<file path="config.mk">
export PLATFORM = sky130hd
export DESIGN_NAME = imem_loader
export DESIGN_NICKNAME = d
export VERILOG_FILES = /design/src/rtl/imem_loader_pkg.sv /design/src/rtl/imem_loader_pack.sv /design/src/rtl/imem_loader.sv
export SDC_FILE = /design/constraint.sdc
export NUM_CORES = 1
export LEC_CHECK = 0
export CORE_MARGIN = 2
export CORE_UTILIZATION = 45
export CTS_CLUSTER_SIZE = 10
export DETAILED_ROUTE_END_ITERATION = 10
export GPL_ROUTABILITY_DRIVEN = 0
export PLACE_DENSITY = 0.74
export SKIP_LAST_GASP = 1
export SLEW_MARGIN = 30
export SYNTH_ARGS = -nofsm -noshare
export SYNTH_HDL_FRONTEND = slang
export SYNTH_SLANG_ARGS = --single-unit
</file>
<file path="constraint.sdc">
create_clock -name clk_i -period 1.8 [get_ports clk_i]
set_input_delay 0.18 -clock clk_i [delete_from_list [all_inputs] [get_ports clk_i]]
set_output_delay 0.18 -clock clk_i [all_outputs]
set_load 0.03 [all_outputs]
</file>
<file path="src/rtl/imem_loader_pkg.sv">
// imem_loader_pkg -- shared definitions for the instruction-memory loader.
//   WORD_W     : width of one instruction-memory word (32)
//   ADDR_W_DEF : default word-address width of the loader
//   state_e    : loader FSM state encoding
// The CHECK state only exists when IMEM_LOADER_CHKSUM_EN is defined.
package imem_loader_pkg;

   localparam int unsigned WORD_W     = 32;
   localparam int unsigned ADDR_W_DEF = 8;

   typedef enum logic [2:0] {
      ST_IDLE  = 3'd0,
      ST_CLEAR = 3'd1,
      ST_RECV  = 3'd2,
      ST_WRITE = 3'd3,
`ifdef IMEM_LOADER_CHKSUM_EN
      ST_CHECK = 3'd4,
`endif
      ST_DONE  = 3'd5
   } state_e;

endpackage

</file>
<file path="src/rtl/imem_loader_pack.sv">
// imem_loader_pack -- assembles four bytes, MSB first, into one 32-bit word.
//   clk_i, rst_i   : clock, async active-high reset
//   clr_i          : synchronous clear of byte counter and partial word
//   byte_en_i      : a byte is accepted this cycle
//   byte_i         : the byte
//   word_o         : assembled word (valid the cycle after word_done_o)
//   word_done_o    : the 4th byte of a word is being accepted this cycle
module imem_loader_pack
   import imem_loader_pkg::*;
(
   input  logic              clk_i,
   input  logic              rst_i,
   input  logic              clr_i,
   input  logic              byte_en_i,
   input  logic [7:0]        byte_i,
   output logic [WORD_W-1:0] word_o,
   output logic              word_done_o
);

   logic [1:0]        cnt_q, cnt_d;
   logic [WORD_W-1:0] word_q, word_d;

   always_comb begin
      cnt_d  = cnt_q;
      word_d = word_q;
      if (clr_i) begin
         cnt_d  = '0;
         word_d = '0;
      end else if (byte_en_i) begin
         cnt_d  = cnt_q + 2'd1;
         // shifting left puts the first byte of the word in bits 31:24
         word_d = {word_q[WORD_W-9:0], byte_i};
      end
   end

   always_ff @(posedge clk_i or posedge rst_i) begin
      if (rst_i) begin
         cnt_q  <= '0;
         word_q <= '0;
      end else begin
         cnt_q  <= cnt_d;
         word_q <= word_d;
      end
   end

   assign word_done_o = byte_en_i && !clr_i && (cnt_q == 2'd3);
   assign word_o      = word_q;

endmodule

</file>
<file path="src/rtl/imem_loader.sv">
// imem_loader -- clears instruction memory, loads a byte stream into it as
// 32-bit words, then releases the CPU via start_o.
//   clk_i, rst_i          : clock, async active-high reset
//   load_req_i            : start a load (honoured only in IDLE or DONE)
//   word_count_i          : words to load, clamped to 2^ADDR_W
//   byte_valid_i, byte_i  : source byte stream
//   byte_ready_o          : byte accepted when byte_valid_i && byte_ready_o
//   mem_we_o/addr_o/data_o: instruction-memory write port
//   start_o               : CPU start, high in DONE without error
//   busy_o, done_o, err_o : status
// Optional: IMEM_LOADER_CHKSUM_EN adds a trailing XOR checksum byte checked
// in the CHECK state; without it err_o is tied low.
module imem_loader
   import imem_loader_pkg::*;
#(
   parameter int unsigned ADDR_W = ADDR_W_DEF
) (
   input  logic              clk_i,
   input  logic              rst_i,
   input  logic              load_req_i,
   input  logic [ADDR_W:0]   word_count_i,
   input  logic              byte_valid_i,
   input  logic [7:0]        byte_i,
   output logic              byte_ready_o,
   output logic              mem_we_o,
   output logic [ADDR_W-1:0] mem_addr_o,
   output logic [WORD_W-1:0] mem_data_o,
   output logic              start_o,
   output logic              busy_o,
   output logic              done_o,
   output logic              err_o
);

   localparam logic [ADDR_W:0] MAX_CNT = {1'b1, {ADDR_W{1'b0}}};

`ifdef IMEM_LOADER_CHKSUM_EN
   localparam state_e ST_FINAL = ST_CHECK;
`else
   localparam state_e ST_FINAL = ST_DONE;
`endif

   state_e            state_q, state_d;
   logic [ADDR_W-1:0] addr_q, addr_d;
   logic [ADDR_W:0]   cnt_q, cnt_d;
   logic [ADDR_W:0]   wcnt_q, wcnt_d;
   logic [ADDR_W:0]   wcnt_inc;
   logic              load_go;
   logic              pack_en;
   logic              word_done;
   logic [WORD_W-1:0] word;

`ifdef IMEM_LOADER_CHKSUM_EN
   logic              err_q, err_d;
   logic [7:0]        chk_q, chk_d;
`endif

   assign load_go  = load_req_i && ((state_q == ST_IDLE) || (state_q == ST_DONE));
   assign pack_en  = (state_q == ST_RECV) && byte_valid_i;
   assign wcnt_inc = wcnt_q + {{ADDR_W{1'b0}}, 1'b1};

   imem_loader_pack u_pack (
      .clk_i       (clk_i),
      .rst_i       (rst_i),
      .clr_i       (load_go),
      .byte_en_i   (pack_en),
      .byte_i      (byte_i),
      .word_o      (word),
      .word_done_o (word_done)
   );

   always_comb begin
      state_d = state_q;
      addr_d  = addr_q;
      cnt_d   = cnt_q;
      wcnt_d  = wcnt_q;
`ifdef IMEM_LOADER_CHKSUM_EN
      err_d   = err_q;
      chk_d   = chk_q;
`endif
      case (state_q)
         ST_IDLE, ST_DONE: begin
            if (load_go) begin
               cnt_d   = (word_count_i > MAX_CNT) ? MAX_CNT : word_count_i;
               wcnt_d  = '0;
               addr_d  = '0;
`ifdef IMEM_LOADER_CHKSUM_EN
               err_d   = 1'b0;
               chk_d   = '0;
`endif
               state_d = ST_CLEAR;
            end
         end
         ST_CLEAR: begin
            // address wraps back to 0 after the last location, ready for RECV
            addr_d = addr_q + {{(ADDR_W-1){1'b0}}, 1'b1};
            if (&addr_q) state_d = (cnt_q == '0) ? ST_FINAL : ST_RECV;
         end
         ST_RECV: begin
`ifdef IMEM_LOADER_CHKSUM_EN
            if (byte_valid_i) chk_d = chk_q ^ byte_i;
`endif
            if (word_done) state_d = ST_WRITE;
         end
         ST_WRITE: begin
            addr_d  = addr_q + {{(ADDR_W-1){1'b0}}, 1'b1};
            wcnt_d  = wcnt_inc;
            state_d = (wcnt_inc == cnt_q) ? ST_FINAL : ST_RECV;
         end
`ifdef IMEM_LOADER_CHKSUM_EN
         ST_CHECK: begin
            if (byte_valid_i) begin
               err_d   = (byte_i != chk_q);
               state_d = ST_DONE;
            end
         end
`endif
         default: state_d = ST_IDLE;
      endcase
   end

   always_ff @(posedge clk_i or posedge rst_i) begin
      if (rst_i) begin
         state_q <= ST_IDLE;
         addr_q  <= '0;
         cnt_q   <= '0;
         wcnt_q  <= '0;
`ifdef IMEM_LOADER_CHKSUM_EN
         err_q   <= 1'b0;
         chk_q   <= '0;
`endif
      end else begin
         state_q <= state_d;
         addr_q  <= addr_d;
         cnt_q   <= cnt_d;
         wcnt_q  <= wcnt_d;
`ifdef IMEM_LOADER_CHKSUM_EN
         err_q   <= err_d;
         chk_q   <= chk_d;
`endif
      end
   end

`ifdef IMEM_LOADER_CHKSUM_EN
   assign err_o        = err_q;
   assign byte_ready_o = (state_q == ST_RECV) || (state_q == ST_CHECK);
   assign busy_o       = (state_q == ST_CLEAR) || (state_q == ST_RECV) ||
                         (state_q == ST_WRITE) || (state_q == ST_CHECK);
`else
   assign err_o        = 1'b0;
   assign byte_ready_o = (state_q == ST_RECV);
   assign busy_o       = (state_q == ST_CLEAR) || (state_q == ST_RECV) ||
                         (state_q == ST_WRITE);
`endif

   assign mem_we_o   = (state_q == ST_CLEAR) || (state_q == ST_WRITE);
   assign mem_addr_o = mem_we_o ? addr_q : '0;
   assign mem_data_o = (state_q == ST_WRITE) ? word : '0;
   assign done_o     = (state_q == ST_DONE);
   assign start_o    = done_o && !err_o;

endmodule

</file>
==> reports/qor.csv, run 1 <==
metric;value;unit
slew margin rel.;0.600;
starting density of the core;0.463;
placed wire-length estimate;5320;um
DRT Wirelength;7850;um
most frequent cell after synthesis;nand2_1;
global-route wire length before repair;13500;um
Tot Pwr;6.24;mW
worst slew pin tran;0.598;ns
initial DRC count;189;
GR Overflow Total;0;
Die H;90.4;um
Crit Path Category;reg2out;
Slowest-stage cell, CP;dfrtp_1;
Final Max Tran Viols;0;
outcome;complete, no violations;
Main synth FF type;dfrtp_1;
root buf cell;clkbuf_8;
total CTS buffers;9;
register area;0.00158;mm2
pin count of the biggest net entering global routing;64;
Post-route DRC;0;
Gate Count Post-Synth;400;
wire per inst;13.8;um
Clock Latency Late Sink;0.34;ns
maximum operating frequency;596;MHz
post-synthesis sequential area ratio;0.469;
Leak Pwr;2.28;nW
# fillers;647;
Worst Setup End Kind;output port;
CTS Hold Bufs;0;
Synth top area share;0.469;
syn nets;424;
number of port buffers;65;
most frequent cells after synthesis;nand2_1 (98), dfrtp_1 (63), nand3_1 (51), and3_1 (39), o21ai_0 (21);
DR vias;3029;
core area;0.00725;mm2
worst min path class;in2async;
startpoint types;flop;
Initial DRT Pass Iterations;4;
area grow syn2layout;28.7;%
antenna cells;0;
CTS tree;built;
final setup fails;0;
DR vias/cell;5.33;
GRT Overall Usage;0.200;
die span in x;90.4;um
Ys Warns;0;
fin crit share;0.933;
Final ANT Viol Nets;0;
Final Core Density;0.596;
CP Max Fanout;21;
cell area after layout;0.00433;mm2
Yosys reg bits;63;
Std-Cell Rows;31;
asr flop ratio synth;1.00;
worst path cell trace;nand2b_4, inv_4, buf_12, and3_1, buf_4;
Tmin final;1.68;ns
Final nets;488;
VDD IR-drop max;737;uV
Max clock buf depth;2;
proportion of layout cells with a drive suffix above 1;0.186;
dpl cell area;0.00403;mm2
clock-pin slew of the registers on the worst-case setup and hold paths;0.08;ns
post-synth cell types;40;
post-synth top area cell;dfrtp_1;
WP data arrival;1.50;ns
number of clock sinks;63;
clk_skew;0.0105;ns
RSZ-0062 raised after global routing;false;
TNS Setup;0;ns
Worst path max stage delay;0.40;ns
Synth area leaders;dfrtp_1 (47%), nand2_1 (11%), nand3_1 (7.6%);
H-tree levels;3;
Critical Path RT;1.62;ns
Cell Area, Synth;0.00336;mm2
pwr/cell area;1440;mW/mm2
EDFF count, synth;0;
multi-input combinational cell area;0.00161;mm2
Max-cap violations;0;
syn avg cell area;8.40;um2
DIE AREA;0.00818;mm2
Ports;67;
initial antenna violation count;0;
worst hold slack;0.225;ns
vias in the first global route;2897;
Hold Violations, Final;0;
registers in the layout (all words and copies together) (netlist names):
name / count
addr_q: 8
wcnt_q: 9
u_pack.word_o: 32
cnt_q: 9
state_q: 3
u_pack.cnt_q: 2
per-stage QoR:
| stage | cells | setup slack (ns) |
|---|---|---|
| global placement | 550 | 0.111 |
| detailed placement | 550 | 0.0731 |
| finish | 568 | 0.121 |
| global route | 568 | 0.0137 |
| CTS | 567 | 0.0173 |
| floorplan | 400 | 0.0503 |
worst max-delay path: cells and delay by family (launching register included):
| kind | cells | cell delay, ns |
|---|---|---|
| simple gates | 2 | 0.35 |
| buf+inv | 3 | 0.42 |
| flops | 1 | 0.40 |
worst paths after layout:
path,depth (start not counted),from,end,slack (ns)
min in group clk_i,3,byte_i[4],u_pack.word_o[4],0.38
max reg2reg,5,wcnt_q[4],state_q[1],0.14
min reg2reg,2,u_pack.word_o[0],u_pack.word_o[8],0.49
min,3,rst_i,u_pack.word_o[11],0.23
max,5,state_q[2],mem_data_o[8],0.12
max in group asynchronous,3,rst_i,wcnt_q[3],1.30
power by group:
| part | total, mW | internal, mW | switching [mW] |
|---|---|---|---|
| logic | 2.53 | 0.995 | 1.54 |
| registers | 2.21 | 1.83 | 0.380 |
| clock network | 1.50 | 0.924 | 0.575 |
| total | 6.24 | 3.74 | 2.49 |
placed cells by master, fill, tap and decap left out, drive strengths merged:
cell type	count
a21oi	4
a22oi	1
a31oi	2
a32oi	1
and2	8
and3	39
buf	60
bufinv	3
clkbuf	9
clkdlybuf4s50	20
clkinv	2
clkinvlp	1
conb	1
dfrtp	63
dlygate4sd2	2
ha	3
inv	9
mux2i	1
nand2	99
nand2b	2
nand3	52
nand3b	10
nand4	4
nor2	14
nor2b	1
nor3	6
nor4	2
nor4b	1
o2111ai	1
o21ai	23
o22ai	2
o31ai	3
o41ai	1
or3	1
or3b	1
or4	2
xnor2	9
xor2	6
routing by layer:
metal  global-route usage  vias to the layer above  wire length (um)  part of all wire
li1                     -                     1489                 -                 -
met1                0.274                     1426              3570              0.46
met2                0.323                      101              3850              0.49
met3               0.0442                       13               358             0.046
met4               0.0538                        0                70            0.0089
met5                    0                        -                 0                 0
cells by family after synthesis:
kind of cell,after synthesis,share of synthesized area
simple gates,242,0.354
mux,1,0.00298
xor+xnor,15,0.0391
fa+ha+maj,3,0.0112
compound gates,38,0.0644
other cells,1,0.00112
buf+inv,37,0.0577
flops,63,0.469
area by class of cell:
type | instances | share of cell area
Multi-Input combinational cell | 300 | 0.371
Sequential cell | 63 | 0.365
Timing Repair Buffer | 82 | 0.171
Clock buffer | 9 | 0.0286
Tap cell | 99 | 0.0286
Clock inverter | 7 | 0.0278
Inverter | 8 | 0.00752
what timing repair did:
item	4_1_cts	5_1_grt
endpoints found under the setup margin	42	41
buffers inserted	1	1
resized for setup	5	8
pin swaps	0	0
(Power assumes the default switching activity.)
==> run 2, diff against run 1 <==
- CAP_MARGIN: unset -> 10
- CORE_ASPECT_RATIO: unset -> 0.6
==> run 2 against run 1 <==
Net effect:
- total power grew 3.6%
- final cell count rose by 0.35%
- hold slack worse by 0.093 ns
- clock-buffer cell count grew 4
- combinational power is essentially flat
- critical path depth did not move
- clock power grew 13%
- global-route usage rose by 1.7 points
- highest routed layer unchanged
==> reports/qor.csv, run 2 (synthesis gave the netlist of run 1 again) <==
metric;value;unit
pwr/cell area;1490;mW/mm2
core area;0.00724;mm2
clk_skew;0.00287;ns
Hold Violations, Final;0;
Reg2Reg Launch Point;wcnt_q[3];
most frequent cells in the layout;nand2_1 (98), dfrtp_1 (61), nand3_1 (51);
Std-Cell Rows;24;
Worst Setup End Kind;output port;
worst r2r path cells;5;
area grow syn2layout;29.3;%
global routing usage on met1;0.313;
R2R Setup Slk;0.10;ns
GRT met3 Usage;0.0548;
Die H;70.9;um
WP data arrival;1.60;ns
clock-pin slew of the registers on the worst-case setup and hold paths;0.05;ns
worst hold slack;0.132;ns
Tmin final;1.78;ns
pre-CTS WS;0.0522;ns
DR vias;3086;
Initial DRT Pass Iterations;5;
startpoint types;flop;
global-route wire length before repair;13900;um
RSZ-0062 raised after global routing;true;
initial antenna violation count;0;
max reg flops;32;
final setup fails;0;
Clock Latency Late Sink;0.32;ns
met2 GRT Util;0.323;
Inst Count DP;554;
GRT Overall Usage;0.218;
Max-cap violations;0;
commonest non-fill, non-tap cell in the layout;nand2_1;
DRT Wirelength;8540;um
maximum operating frequency;562;MHz
DR vias/cell;5.41;
Leak Pwr;2.28;nW
Finished Layout Cells;570;
Post-route DRC;0;
DIE AREA;0.00820;mm2
Final Core Density;0.600;
CTS tree;built;
worst slew pin tran;0.488;ns
CP Max Fanout;20;
root buf cell;clkbuf_16;
H-tree levels;3;
Max clock buf depth;2;
wire per inst;15.0;um
Final WS setup;0.0194;ns
multi-input combinational cell area;0.00160;mm2
outcome;complete, no violations;
fin crit share;0.989;
die span in x;116;um
slew margin rel.;0.670;
Reg-to-Reg End;state_q[1];
placed wire-length estimate;5640;um
Ports;67;
register area;0.00158;mm2
number of clock sinks;63;
VDD IR-drop max;626;uV
pin count of the biggest net entering global routing;51;
initial DRC count;201;
Crit Path Category;reg2out;
GR Overflow Total;0;
Final nets;485;
number of port buffers;65;
Final Max Tran Viols;0;
Final ANT Viol Nets;0;
worst min path class;in2async;
total CTS buffers;9;
vias in the first global route;2817;
# fillers;657;
proportion of layout cells with a drive suffix above 1;0.170;
antenna cells;0;
GRT Max-Usage Layer;met2;
starting density of the core;0.464;
Critical Path RT;1.62;ns
run 2: changes by cell type in the layout (fill, tap and decap cells not counted), sizes merged:
cell | before | now
clkinv | 2 | 1
clkbuf | 9 | 13
bufinv | 3 | 1
buf | 60 | 57
inv | 9 | 8
run 2: final cells by class:
cell class	count	area share
sequential	63	0.363
timing repair buffer	79	0.164
tap	104	0.0299
clock inverter	3	0.00979
inverter	8	0.00749
clock buffer	13	0.0576
multi-input combinational	300	0.368
run 2: worst max-delay path by stage:
stage                    start       endpoint  slack (ns)  cells after the start
floorplan                rst_i      addr_q[0]        0.05                      1
global placement     wcnt_q[0]     state_q[2]         0.1                      5
detailed placement   wcnt_q[0]     state_q[0]        0.05                      5
CTS                 state_q[2]  mem_data_o[0]        0.02                      5
global route        state_q[2]  mem_addr_o[6]       -0.03                      5
finish              state_q[2]  mem_data_o[0]        0.02                      5
run 2: through the flow:
step           TNS [ns]  instance area [um2]  power [mW]
2_1_floorplan         0                 3360        3.86
3_3_place_gp          0                 4030        4.60
3_5_place_dp          0                 4030        4.68
4_1_cts               0                 4340        6.45
5_1_grt          -0.170                 4350        6.87
6_report              0                 4350        6.46
run 2: metal layers:
metal | wire length (um) | part of all wire
met5 | 0 | 0
met4 | 57 | 0.0067
met3 | 517 | 0.061
met2 | 3800 | 0.44
met1 | 4170 | 0.49
run 2: timing repair:
action | 4_1_cts | 5_1_grt
buffers inserted | 0 | 0
gates resized for setup | 6 | 4
hold buffers | 0 | 0
endpoints found under the setup margin | 42 | 42
run 2: worst max-delay path: stages, from the launching register on:
cell and delay, ns:
dfrtp_2 0.45, nand2b_4 0.18, inv_4 0.10, buf_6 0.18
and3_1 0.20, buf_4 0.17
run 2: where the power goes:
group,internal [mW],switching [mW],total (mW)
clock network,1.11,0.589,1.70
registers,1.83,0.407,2.24
logic,0.973,1.56,2.53
total,3.91,2.55,6.46
==> run 3, diff against run 2 <==
==> constraint.sdc (replaced) <==
create_clock -name clk_i -period 1.8 [get_ports clk_i]
set_input_delay 0.36 -clock clk_i [delete_from_list [all_inputs] [get_ports clk_i]]
set_output_delay 0.36 -clock clk_i [all_outputs]
set_load 0.03 [all_outputs]
==> run 3 against run 2 <==
Net effect:
- the run now ends with setup timing left
- combinational power is 29% higher
- critical endpoint is now u_pack.cnt_q[0]
- highest routed layer unchanged
- non-clock buffer count is 16 higher
- hold slack better by 0.32 ns
==> reports/qor.csv, run 3 (synthesis gave the netlist of run 1 again) <==
metric;value;unit
clock-pin slew of the registers on the worst-case setup and hold paths;0.06;ns
startpoint types;flop;
initial antenna violation count;0;
H-tree levels;3;
cell mode on critical path;buf_12;
CP Max Fanout;12;
number of clock sinks;63;
DR vias/cell;5.50;
worst path cell trace;nand2b_4, clkinv_8, buf_16, buf_12, or3_4, buf_12, nand3_1, o21ai_0;
pwr/cell area;1530;mW/mm2
commonest non-fill, non-tap cell in the layout;nand2_1;
WP data arrival;2.07;ns
Die H;70.9;um
starting density of the core;0.464;
placed wire-length estimate;5580;um
multi-input combinational cell area;0.00168;mm2
number of port buffers;65;
root buf cell;clkbuf_16;
vias in the first global route;2958;
worst r2r path cells;8;
Worst path max stage delay;0.42;ns
maximum operating frequency;532;MHz
worst hold slack;0.450;ns
Worst Setup End Kind;flop;
register area;0.00158;mm2
antenna cells;0;
Initial DRT Pass Iterations;4;
Critical Path RT;1.99;ns
# fillers;559;
GR Overflow Total;0;
max reg flops;32;
failing checks;setup timing;
Leak Pwr;2.42;nW
RSZ-0062 raised after global routing;true;
Max-cap violations;0;
CTS tree;built;
Hold Violations, Final;0;
most frequent cells in the layout;nand2_1 (98), dfrtp_1 (61), nand3_1 (51);
Final nets;501;
Crit Path Category;reg2reg;
CP Buf/Inv Count;4;
DRT Wirelength;9580;um
wire per inst;16.3;um
die span in x;116;um
initial DRC count;244;
Reg-to-Reg End;u_pack.cnt_q[0];
GRT Overall Usage;0.227;
proportion of layout cells with a drive suffix above 1;0.282;
total CTS buffers;9;
area grow syn2layout;44.8;%
worst min path class;in2async;
clk_skew;0.00661;ns
Final Max Tran Viols;0;
Finished Layout Cells;586;
Inst Count DP;559;
Final ANT Viol Nets;0;
Final WS setup;-0.0800;ns
core area;0.00724;mm2
Std-Cell Rows;24;
DIE AREA;0.00820;mm2
DR vias;3223;
Reg2Reg Launch Point;state_q[2];
global-route wire length before repair;14400;um
Post-route DRC;0;
pin count of the biggest net entering global routing;64;
R2R Setup Slk;-0.08;ns
Tmin final;1.88;ns
Ports;67;
Clock Latency Late Sink;0.34;ns
outcome;complete, but fails checks;
VDD IR-drop max;632;uV
final setup fails;80;
Slowest-stage cell, CP;or3_4;
Max clock buf depth;2;
CP delay by family, top;simple AND/OR/NAND/NOR gates;
fin crit share;1.04;
## run 3: report_power, final
group / switching (mW) / internal (mW) / total (mW) / leakage, nW
sequential: 0.395 / 1.83 / 2.22 / 0.849
clock: 0.673 / 1.26 / 1.93 / 0.155
combinational: 1.80 / 1.47 / 3.27 / 1.42
total: 2.87 / 4.55 / 7.43 / 2.42
## run 3: final cells by class
type | instances | area share
Tap cell | 104 | 0.0267
Clock buffer | 10 | 0.0491
Timing Repair Buffer | 95 | 0.225
Sequential cell | 63 | 0.325
Multi-Input combinational cell | 300 | 0.346
Inverter | 8 | 0.00952
Clock inverter | 6 | 0.0190
## run 3: per-stage QoR
step | util | setup slack [ns] | setup TNS [ns] | power [mW] | instance area (um2)
after floorplan | - | 0.00609 | 0 | 3.88 | 3410
after global placement | 0.569 | -0.0784 | -1.36 | 4.70 | 4120
after detailed placement | 0.569 | -0.0977 | -3.06 | 4.77 | 4120
after CTS | 0.631 | -0.0872 | -2.11 | 6.96 | 4570
after global routing | 0.672 | -0.125 | -7.50 | 7.82 | 4860
final | 0.672 | -0.0800 | -3.35 | 7.43 | 4860
## run 3: what timing repair did
action	4_1_cts	5_1_grt
gates cloned	1	4
resized for setup	20	52
endpoints found under the setup margin	44	96
buffers inserted	2	4
hold buffers	0	0
endpoints found under the hold margin	0	0
pin swaps	0	0
## run 3: per-layer routing
| metal | vias up | routed length, um | track usage |
|---|---|---|---|
| li1 | 1520 | - | - |
| met4 | 0 | 91 | 0.0576 |
| met1 | 1555 | 4470 | 0.322 |
| met3 | 10 | 640 | 0.0805 |
| met2 | 138 | 4370 | 0.332 |
| met5 | - | 0 | 0 |
## run 3: how the worst max path moves through the flow
stage                          start               to  slack (ns)  depth (start not counted)
after detailed placement  load_req_i        addr_q[2]        -0.1                          6
after global placement    load_req_i  u_pack.cnt_q[0]       -0.08                          6
after CTS                 state_q[2]   mem_data_o[19]       -0.09                          5
after global routing      state_q[2]  u_pack.cnt_q[0]       -0.13                          8
final                     state_q[2]  u_pack.cnt_q[0]       -0.08                          8
after floorplan           state_q[2]    mem_addr_o[1]       0.006                          6
## run 3: tightest hold or removal path, stage by stage
cell and delay (ns):
clkdlybuf4s50_1 0.44, clkinvlp_4 0.09, buf_12 0.29
==> RTL change (flow settings as in run 2) <==
Re-encode `state_e` (5 states) as one-hot, 5 bits wide.
--- a/src/rtl/imem_loader_pkg.sv
+++ b/src/rtl/imem_loader_pkg.sv
@@ -8,15 +8,15 @@
    localparam int unsigned WORD_W     = 32;
    localparam int unsigned ADDR_W_DEF = 8;
 
-   typedef enum logic [2:0] {
-      ST_IDLE  = 3'd0,
-      ST_CLEAR = 3'd1,
-      ST_RECV  = 3'd2,
-      ST_WRITE = 3'd3,
+   typedef enum logic [4:0] {
+      ST_IDLE  = 5'b00001,
+      ST_CLEAR = 5'b00010,
+      ST_RECV  = 5'b00100,
+      ST_WRITE = 5'b01000,
 `ifdef IMEM_LOADER_CHKSUM_EN
       ST_CHECK = 3'd4,
 `endif
-      ST_DONE  = 3'd5
+      ST_DONE  = 5'b10000
    } state_e;
 
 endpackage
Function: same outputs for any inputs over 10 cycles, from zero or initial values and one cycle with rst_i high; not proved beyond that.
==> RTL change against run 2 <==
  * The run now ends with negative setup slack left
  * Clock skew is 0.0013 ns higher
  * Final area grew 21%
  * Worst setup slack worse by 0.34 ns
  * Total power is 14% lower
  * Routed wire length is 18% higher
  * Sequential cell count is 2 higher
  * Sequential share of layout area fell by 5.3 points
  * Area after synthesis shrank 0.60%
  * Critical path type unchanged
  * Critical endpoint is now mem_addr_o[0]
==> RTL change: results (changes against run 2) <==
run_status:
  status: "finished, violations left"
  violations: "negative setup slack"
sta:
  holdWs_ns: 0.281  # +0.148 ns
  setup_ws_ns: -0.321  # -0.340 ns
  fin_skew_ns: 0.00416  # +0.00130 ns
  setup_viol: 59  # +59
  tns_ns: -11.04  # -11.04 ns
placed_design:
  hpwl_mm: 5.53  # -2.0%
  dpl_worst_slack_ns: -0.243  # -0.295 ns
  placed_area_sq_mm: 0.00422  # +4.8%
logic_synthesis:
  ys.warnings.count: 0  # unchanged
  ys_top_cells_by_area: "dfrtp_1, a22o_1, and2_1"
  ys_seq_area_frac: 0.487  # +0.0182
  synthTopCellsByCount: "dfrtp_1, and2_1, nand2_1"
  synth_fp_nets: 368  # -13%
  synth.distinct_cells: 46  # +15%
power_and_ir_drop:
  ir_drop_uv: 763  # +22%
  leakagePower_nw: 2.43  # +6.7%
clock_network:
  clk_pin_slew_ns: 0.05  # about the same
  clk_latency_ns: 0.34  # +0.02 ns
critical_path:
  cp.arrival_ns: 1.94  # +0.34 ns
  rr_startpoint: "state_q[0]"
  reg2reg_to: "addr_q[6]"
  path_max_fanout: 4  # -80%
  r2r_cells: 10  # +5
finish:
  largest_reg_flops: 32  # unchanged
  final_nets: 481  # -0.82%
  layout-drive-gt1-share: 0.435  # +0.266
drt:
  viasPerCell: 5.53  # +2.1%
  post_drt_wl_per_cell_um: 17.8  # +19%
  drt_iter0_drc: 227  # +13%
global_routing:
  grt_max_degree: 66  # +29%
  grt_pass1_wl_mm: 14.3  # +2.7%
  grtUsageTotal: 0.228  # +0.00997
  first_global_vias: 2832  # +0.53%
RTL change: cell types whose count changed in the layout (fill, tap and decap cells not counted), moves of 6 or more:
| cell | before | now |
|---|---|---|
| nand2_1 | 98 | 36 |
| and2_4 | 0 | 43 |
| buf_6 | 2 | 56 |
| a22o_1 | 0 | 34 |
| o21ai_0 | 21 | 15 |
| nand2b_1 | 1 | 7 |
| and2_1 | 8 | 0 |
| and3_1 | 39 | 3 |
| nand3_1 | 51 | 11 |
| nand3b_1 | 10 | 4 |
| buf_4 | 50 | 38 |
RTL change: cell type report:
cell class              instances  area, sq um
repair buffers                124         1330
clock buffers                   9          225
flip-flops and latches         65         1630
repair inverters                1         7.51
inverters                       7         32.5
fillers                       463         1980
multi-input cells             249         1810
well taps                     104          130
clock inverters                 7         95.1
RTL change: report_power, final:
part / switching [mW] / total, mW / internal [mW]
clock: 0.660 / 1.87 / 1.21
combinational: 0.997 / 1.90 / 0.898
sequential: 0.195 / 1.83 / 1.63
RTL change: worst max-delay path by stage:
stage / startpoint / end / slack, ns / depth (start not counted)
after floorplan: wcnt_q[0] / state_q[2] / -0.02 / 8
after global placement: wcnt_q[3] / state_q[2] / -0.20 / 7
after detailed placement: wcnt_q[3] / state_q[2] / -0.24 / 7
after CTS: state_q[4] / mem_addr_o[5] / -0.22 / 6
after global routing: state_q[4] / mem_addr_o[5] / -0.36 / 6
final: state_q[4] / mem_addr_o[0] / -0.32 / 6
RTL change: cell families (layout without fill, tap and decap cells):
logic type | after synthesis | in the layout | synth area share
XOR/XNOR | 11 | 11 | 0.0288
flip-flops | 65 | 65 | 0.487
adder cells (fa/ha/maj) | 3 | 3 | 0.0112
other | 1 | 1 | 0.00112
multiplexers | 2 | 2 | 0.00637
AND/OR/NAND/NOR | 148 | 148 | 0.239
AO/OA/AOI/OAI | 84 | 84 | 0.183
buffers and inverters | 30 | 148 | 0.0438
RTL change: what timing repair did:
action,CTS,global route
gates cloned,2,4
pin swaps,10,16
buffers inserted,6,16
resized for setup,42,103
endpoints found under the setup margin,85,96
RTL change: metrics by stage:
step,util,std cells,power [mW]
2_1_floorplan,-,344,2.65
3_3_place_gp,0.583,524,3.12
3_5_place_dp,0.583,524,3.16
4_1_cts,0.656,548,5.19
5_1_grt,0.727,566,5.84
6_report,0.727,566,5.59
RTL change: critical path, stage by stage, from the launching register on:
cell and delay [ns]:
dfrtp_1 0.42, or3_4 0.40, nor3b_4 0.28, nor2_4 0.10
clkinvlp_4 0.13, and2_4 0.15, buf_6 0.12
RTL change: routing by layer:
metal | track usage | part of all wire | vias to the layer above
met4 | 0.0643 | 0.017 | 0
met1 | 0.342 | 0.47 | 1584
met2 | 0.320 | 0.46 | 92
li1 | - | - | 1436
met3 | 0.0668 | 0.052 | 18
met5 | 0 | 0 | -
